<file path="src/rtl/sd_dac_pkg.sv">
// Shared definitions for the first-order delta-sigma DAC.
package sd_dac_pkg;

  localparam int unsigned state_w = 1;

  typedef enum logic [state_w-1:0] {
    s_idle = 1'b0,
    s_run  = 1'b1
  } state_t;

endpackage

</file>
<file path="src/rtl/sd_dac_mod.sv">
// First-order delta-sigma modulator: accumulator plus registered carry output.
module sd_dac_mod #(
  parameter int unsigned p_bit_cnt = 8
) (
  input  logic                 i_clk,
  input  logic                 i_reset,
  input  logic [p_bit_cnt-1:0] i_sample,
  input  logic                 i_enable,
  input  logic                 i_clear,
  output logic                 o_dac
);

  logic [p_bit_cnt-1:0] acc;
  logic [p_bit_cnt:0]   sum;

  // The accumulator's carry bit lives in o_dac; only the residue is fed back.
  always_comb begin
    sum = {1'b0, acc} + {1'b0, i_sample};
  end

  always_ff @(posedge i_clk) begin
    if (i_reset || i_clear) begin
      acc   <= '0;
      o_dac <= 1'b0;
    end else if (i_enable) begin
      acc   <= sum[p_bit_cnt-1:0];
      o_dac <= sum[p_bit_cnt];
    end
  end

endmodule

</file>
<file path="src/rtl/sd_dac.sv">
// Delta-sigma DAC: one-entry sample buffer, period counter and run/idle control.
module sd_dac
  import sd_dac_pkg::*;
#(
  parameter int unsigned p_bit_cnt = 8,
  parameter int unsigned p_osr     = 256
) (
  input  logic                 i_clk,
  input  logic                 i_reset,
  input  logic                 i_enable,
  input  logic                 i_valid,
  output logic                 o_ready,
  input  logic [p_bit_cnt-1:0] i_data,
  output logic                 o_busy,
  output logic                 o_load,
  output logic                 o_underrun,
  output logic                 o_dac
);

  localparam int unsigned           cnt_w    = $clog2(p_osr);
  localparam logic [cnt_w-1:0]      cnt_last = cnt_w'(p_osr - 1);

  state_t               state;
  state_t               state_nx;
  logic                 buf_full;
  logic [p_bit_cnt-1:0] buf_data;
  logic [p_bit_cnt-1:0] active;
  logic [cnt_w-1:0]     cnt;
  logic                 boundary;
  logic                 load;
  logic                 underrun;
  logic                 accept;

  always_comb begin
    state_nx = state;
    load     = 1'b0;
    underrun = 1'b0;
    boundary = (cnt == cnt_last);
    accept   = i_valid && !buf_full;
    unique case (state)
      s_idle: begin
        if (i_enable && buf_full) begin
          load     = 1'b1;
          state_nx = s_run;
        end
      end
      s_run: begin
        // Stop request outranks a pending sample, which stays buffered.
        if (boundary) begin
          if (!i_enable) begin
            state_nx = s_idle;
          end else if (buf_full) begin
            load = 1'b1;
          end else begin
            underrun = 1'b1;
          end
        end
      end
      default: state_nx = s_idle;
    endcase
  end

  always_ff @(posedge i_clk) begin
    if (i_reset) begin
      state <= s_idle;
    end else begin
      state <= state_nx;
    end
  end

  always_ff @(posedge i_clk) begin
    if (i_reset) begin
      buf_full   <= 1'b0;
      buf_data   <= '0;
      active     <= '0;
      cnt        <= '0;
      o_load     <= 1'b0;
      o_underrun <= 1'b0;
    end else begin
      o_load     <= load;
      o_underrun <= underrun;
      if (load) begin
        active   <= buf_data;
        buf_full <= 1'b0;
      end else if (accept) begin
        buf_data <= i_data;
        buf_full <= 1'b1;
      end
      if (state == s_run) begin
        cnt <= boundary ? '0 : cnt + cnt_w'(1);
      end else begin
        cnt <= '0;
      end
    end
  end

  always_comb begin
    o_ready = !buf_full;
    o_busy  = (state == s_run);
  end

  sd_dac_mod #(
    .p_bit_cnt(p_bit_cnt)
  ) u_mod (
    .i_clk   (i_clk),
    .i_reset (i_reset),
    .i_sample(active),
    .i_enable(state == s_run),
    .i_clear (state == s_idle),
    .o_dac   (o_dac)
  );

endmodule

</file>
<file path="config.mk">
export PLATFORM = sky130hd
export DESIGN_NAME = sd_dac
export DESIGN_NICKNAME = d
export VERILOG_FILES = /design/src/rtl/sd_dac_pkg.sv /design/src/rtl/sd_dac_mod.sv /design/src/rtl/sd_dac.sv
export SDC_FILE = /design/constraint.sdc
export NUM_CORES = 1
export LEC_CHECK = 0
export CAP_MARGIN = 20
export CORE_ASPECT_RATIO = 0.6
export CORE_UTILIZATION = 55
export DETAILED_ROUTE_END_ITERATION = 8
export PLACE_DENSITY = 0.77
export SLEW_MARGIN = 10
export SYNTH_ARGS = -nofsm -noshare
export SYNTH_HDL_FRONTEND = slang
export SYNTH_HIERARCHICAL = 1
export SYNTH_SLANG_ARGS = --single-unit
</file>
<file path="constraint.sdc">
create_clock -name i_clk -period 2.55 [get_ports i_clk]
set_input_delay 0.51 -clock i_clk [delete_from_list [all_inputs] [get_ports i_clk]]
set_output_delay 0.51 -clock i_clk [all_outputs]
set_load 0.01 [all_outputs]
</file>
### Yosys cells after proc, flatten, opt, wreduce, memory -nomap -nowiden

Index checks and enable logic that the tools add are counted.

* mux-type cells: 9
* magnitude comparators: 0
* reduce and logical (&&, ||, !) cells: 8
* equal/unequal tests: 1
* bitwise operators: 4
* shift operators: 0
* divide/modulo/power cells: 0
* multipliers: 0
* $add $sub $neg: 2

Operators with widths (count)
* $add 8x8->9: 1
* $add 8x1->8 const B: 1
* $eq 8x8->1 const B: 1
* $mux 1: 7
* $not 1->1: 4
* $pmux 1 s2: 2
* $reduce_or 4->1: 1
* $reduce_or 3->1: 1
* $logic_and 1x1->1: 2
* $reduce_and 2->1: 1
* $reduce_or 2->1: 1
* $logic_not 1->1: 1
* $logic_or 1x1->1: 1

* memories kept: 0
* register bits: 37
* input port bits: 12
* bits in latches: 0
* output and inout bits: 5
* bits in writable memories: 0
* bits in read-only memories: 0
* logic and storage cells: 33

### Longest topological paths before layout

* depth after elaboration: 6
* mapped depth: 7
* mapped depth without buffers: 6

### Cells and area by module

Netlist, hierarchy kept.

Modules (own cells, without submodules)
* sd_dac: area each 1268.7 um^2, times used 1, cells each 137, seq. area each 560.5 um^2
* sd_dac_mod: area each 666.9 um^2, times used 1, cells each 77, seq. area each 180.2 um^2

### Least setup slack after synthesis

OpenSTA, ideal clock, no wires.

* path kind: reg-to-reg
* from: register active[0]
* to: register u_mod.acc[4]
* cell stages (with the launch flop): 7
* required time: 2.435 ns
* setup time: 0.115 ns
* buffers on the path: 0
* arrival time: 1.647 ns
* clock period less this slack: 1.762 ns
* path slack: 0.788 ns
* cell sequence: dfxtp_1 > ha_1 > fa_1 > a21o_1 > a211o_1 > o211a_1 > o21a_1

* cells in the longest elaborated chain, start to end: 1

Ends and longest elaborated chain
* start: declaration: line sd_dac.sv:27 `logic [p_bit_cnt-1:0] active;`
* start signal: assignment: line sd_dac.sv:83 `active <= buf_data;`
* $add 8x8->9: line sd_dac_mod.sv:18 `sum = {1'b0, acc} + {1'b0, i_sample};`
* end signal: assignment: line sd_dac_mod.sv:26 `acc <= sum[p_bit_cnt-1:0];`
* end: declaration: line sd_dac_mod.sv:13 `logic [p_bit_cnt-1:0] acc;`

Every way passes these cells.
A chain may end at the register's enable or synchronous reset.

### Final worst setup path

* from: register active[0]
* to: register u_mod.acc[6]

Same word-level chain as after synthesis.

==> results by group <==
Run status
  – Status: complete, no violations

Placed design
  – Global placer's final weighted congestion: 0.846
  – Placement Setup Slack: 0.481 ns
  – Post-DP Area: 2130 um2
  – Post-DP HPWL: 2970 um
  – Port bufs: 16

STA
  – Final period utilization: 0.801
  – Slew headroom: 0.705
  – Post-layout min period: 2.04 ns
  – Clock skew: 0.00877 ns
  – Final max-slew violation count: 0
  – Fin worst setup slack: 0.507 ns
  – Setup TNS: 0 ns
  – Final Hold Viols: 0
  – Final setup fails: 0
  – RSZ-0062 raised after global routing: no
  – FMAX: 489 MHz
  – Worst-Margin Slew: 0.441 ns

Synthesis
  – Mean Syn Cell Area: 9.04 um2
  – Top cells by area, synth: dfxtp_1 (38%), ha_1 (5.8%), mux2i_1 (5.2%), a21oi_1 (4.4%), and4b_1 (4.1%)
  – Register area share after synthesis: 0.383
  – Yosys warns: 6
  – Count leader, synth: dfxtp_1
  – Synth top area share: 0.383
  – Post-Synthesis Cells: 214
  – Syn nets: 236
  – Cell taking the most area after synthesis: dfxtp_1
  – #FFs+latches synth: 37
  – Post-synth EDFFs: 0
  – Post-synthesis instance area: 1940 um2
  – Synth cell types: 42
  – Top post-synthesis cells by count: dfxtp_1 (37), nor2_1 (19), a21oi_1 (17)
  – Synth Flop Type: dfxtp_1
  – Post-synth ARST share: 0

Floorplan
  – Die Area: 3770 um2
  – # rows: 16
  – Initial Util: 0.586
  – Core area: 3300 um2
  – Chip width: 78.6 um
  – Die Ht: 48.0 um
  – Top Ports: 17

Final layout
  – Antenna fix cells: 0
  – Synthesis-to-layout area growth: 14.2%
  – Fraction of layout cells with a size suffix above 1: 0.0826
  – Final #Nets: 251
  – Fin area: 2210 um2
  – Util after Layout: 0.669

Clock tree
  – H-tree depth: 2
  – TritonCTS buffer count: 5
  – CTS Hold Buffers Added: 0
  – PostCTS Resize Cnt: 0
  – CTS tree: yes
  – Max clock buf depth: 2
  – Clock slew at reported path FFs: 0.07 ns
  – Clock sinks: 37
  – CTS root buffer: clkbuf_8
  – Skew-Pair Late Insertion Delay: 0.29 ns
  – Post-CTS setup buffers: 0

Worst setup path
  – CP cell instances: ha_1 -> fa_1 -> a211oi_2 -> o21bai_1 -> a211oi_1 -> o21ai_1
  – CP max FO: 3
  – Crit. End Element: flip-flop
  – Slowest CP cell: fa_1
  – Max incr delay on CP: 0.43 ns
  – Startpoint Class: flip-flop
  – Worst EP required: 2.72 ns
  – Worst setup path class: flip-flop to flip-flop
  – Worst Path Arrival: 2.21 ns

Pwr
  – Worst vdd ir: 0.000324 V
  – Leakage: 0.849 nW
  – Power per cell area: 508 nW/um2
  – Final Power: 0.00112 W

Min path
  – Worst hold path class: flip-flop to flip-flop

Global route
  – Global-route wire length before repair: 6800 um
  – Vias in the first global route: 1504
  – GRT Overall Usage: 0.243
  – Grt ovf: 0
  – Largest net degree at the start of global routing: 32
  – Initial antenna violation count: 0

Job
  – Max-Cap Viols: 0

Route
  – DR WL/cell: 15.1 um
  – Routed vias/inst: 6.08
  – # DRC: 0
  – Routed wire length on met3: 262 um
  – Top Layer Used: met4
  – Initial DRT Pass Iterations: 5
  – M1 WL: 2090 um
  – Met2 Wirelength: 1790 um
  – Vias: 1672
  – Final WL: 4160 um
  – Post-DRT Antenna Nets: 0
  – Starting DRT DRC Count: 97
==> metal layers <==
layer  GRT usage  up-vias
li1            -      829
met1       0.325      784
met2       0.377       56
met3      0.0590        3
met4       0.122        0
met5           0        -
==> worst max-delay path: cells and delay by family (launching register included) <==
family | cells | cell delay [ns]
AOI/OAI and AO/OA | 4 | 0.92
adders and majority gates | 2 | 0.66
DFF | 1 | 0.34
==> sequential cells by signal, indices dropped and copies added (netlist names) <==
register / count
active: 8
buf_data: 8
cnt: 8
u_mod/acc: 8
o_busy: 1
o_underrun: 1
buf_full: 1
u_mod/o_dac: 1
o_load: 1
==> cells by family after synthesis <==
logic type,synth area share
compound gates,0.211
xor+xnor,0.0181
fa+ha+maj,0.0685
buf+inv,0.0459
flops,0.383
mux,0.0517
simple gates,0.222
==> cell type report <==
type,instances,area (um2)
multi-input cells,158,1110
fillers,264,1090
flip-flops and latches,37,741
repair buffers,22,205
clock buffers,6,72.6
well taps,45,56.3
inverters,5,18.8
clock inverters,2,10.0
==> per-stage QoR <==
stage / instances / hold slack, ns
floorplan: 214 / 0.430
global placement: 267 / 0.455
detailed placement: 267 / 0.456
CTS: 275 / 0.474
global route: 275 / 0.506
finish: 275 / 0.469
==> cell usage in the layout (no fill, tap or decap), types with 9 or more instances in the layout <==
| cell type | instances |
|---|---|
| ha_1 | 9 |
| dfxtp_1 | 37 |
| nor2_1 | 19 |
| nand2_1 | 12 |
| a21oi_1 | 17 |
| o211ai_1 | 9 |
| clkdlybuf4s50_1 | 16 |
| o21ai_0 | 10 |
| mux2i_1 | 10 |
| o221ai_1 | 9 |
==> path summary, 6_finish.rpt <==
path | startpoint | end | slack [ns] | cells past startpoint
worst max register to register | active[0]$_SDFFE_PP0P_ | u_mod/acc[6]$_SDFFE_PP0P_ | 0.51 | 6
worst min-delay path | cnt[0]$_SDFF_PP0_ | cnt[0]$_SDFF_PP0_ | 0.47 | 1
worst max-delay path | active[0]$_SDFFE_PP0P_ | u_mod/acc[6]$_SDFFE_PP0P_ | 0.51 | 6
worst min register to register | cnt[0]$_SDFF_PP0_ | cnt[0]$_SDFF_PP0_ | 0.47 | 1
==> report_power, final <==
group	total, W	internal, W	switching (W)
clock	0.000393	0.000189	0.000204
combinational	0.000123	0.0000574	0.0000658
sequential	0.000605	0.000593	0.0000117
total	0.00112	0.000840	0.000281
Power figures use the tool's default switching activity.
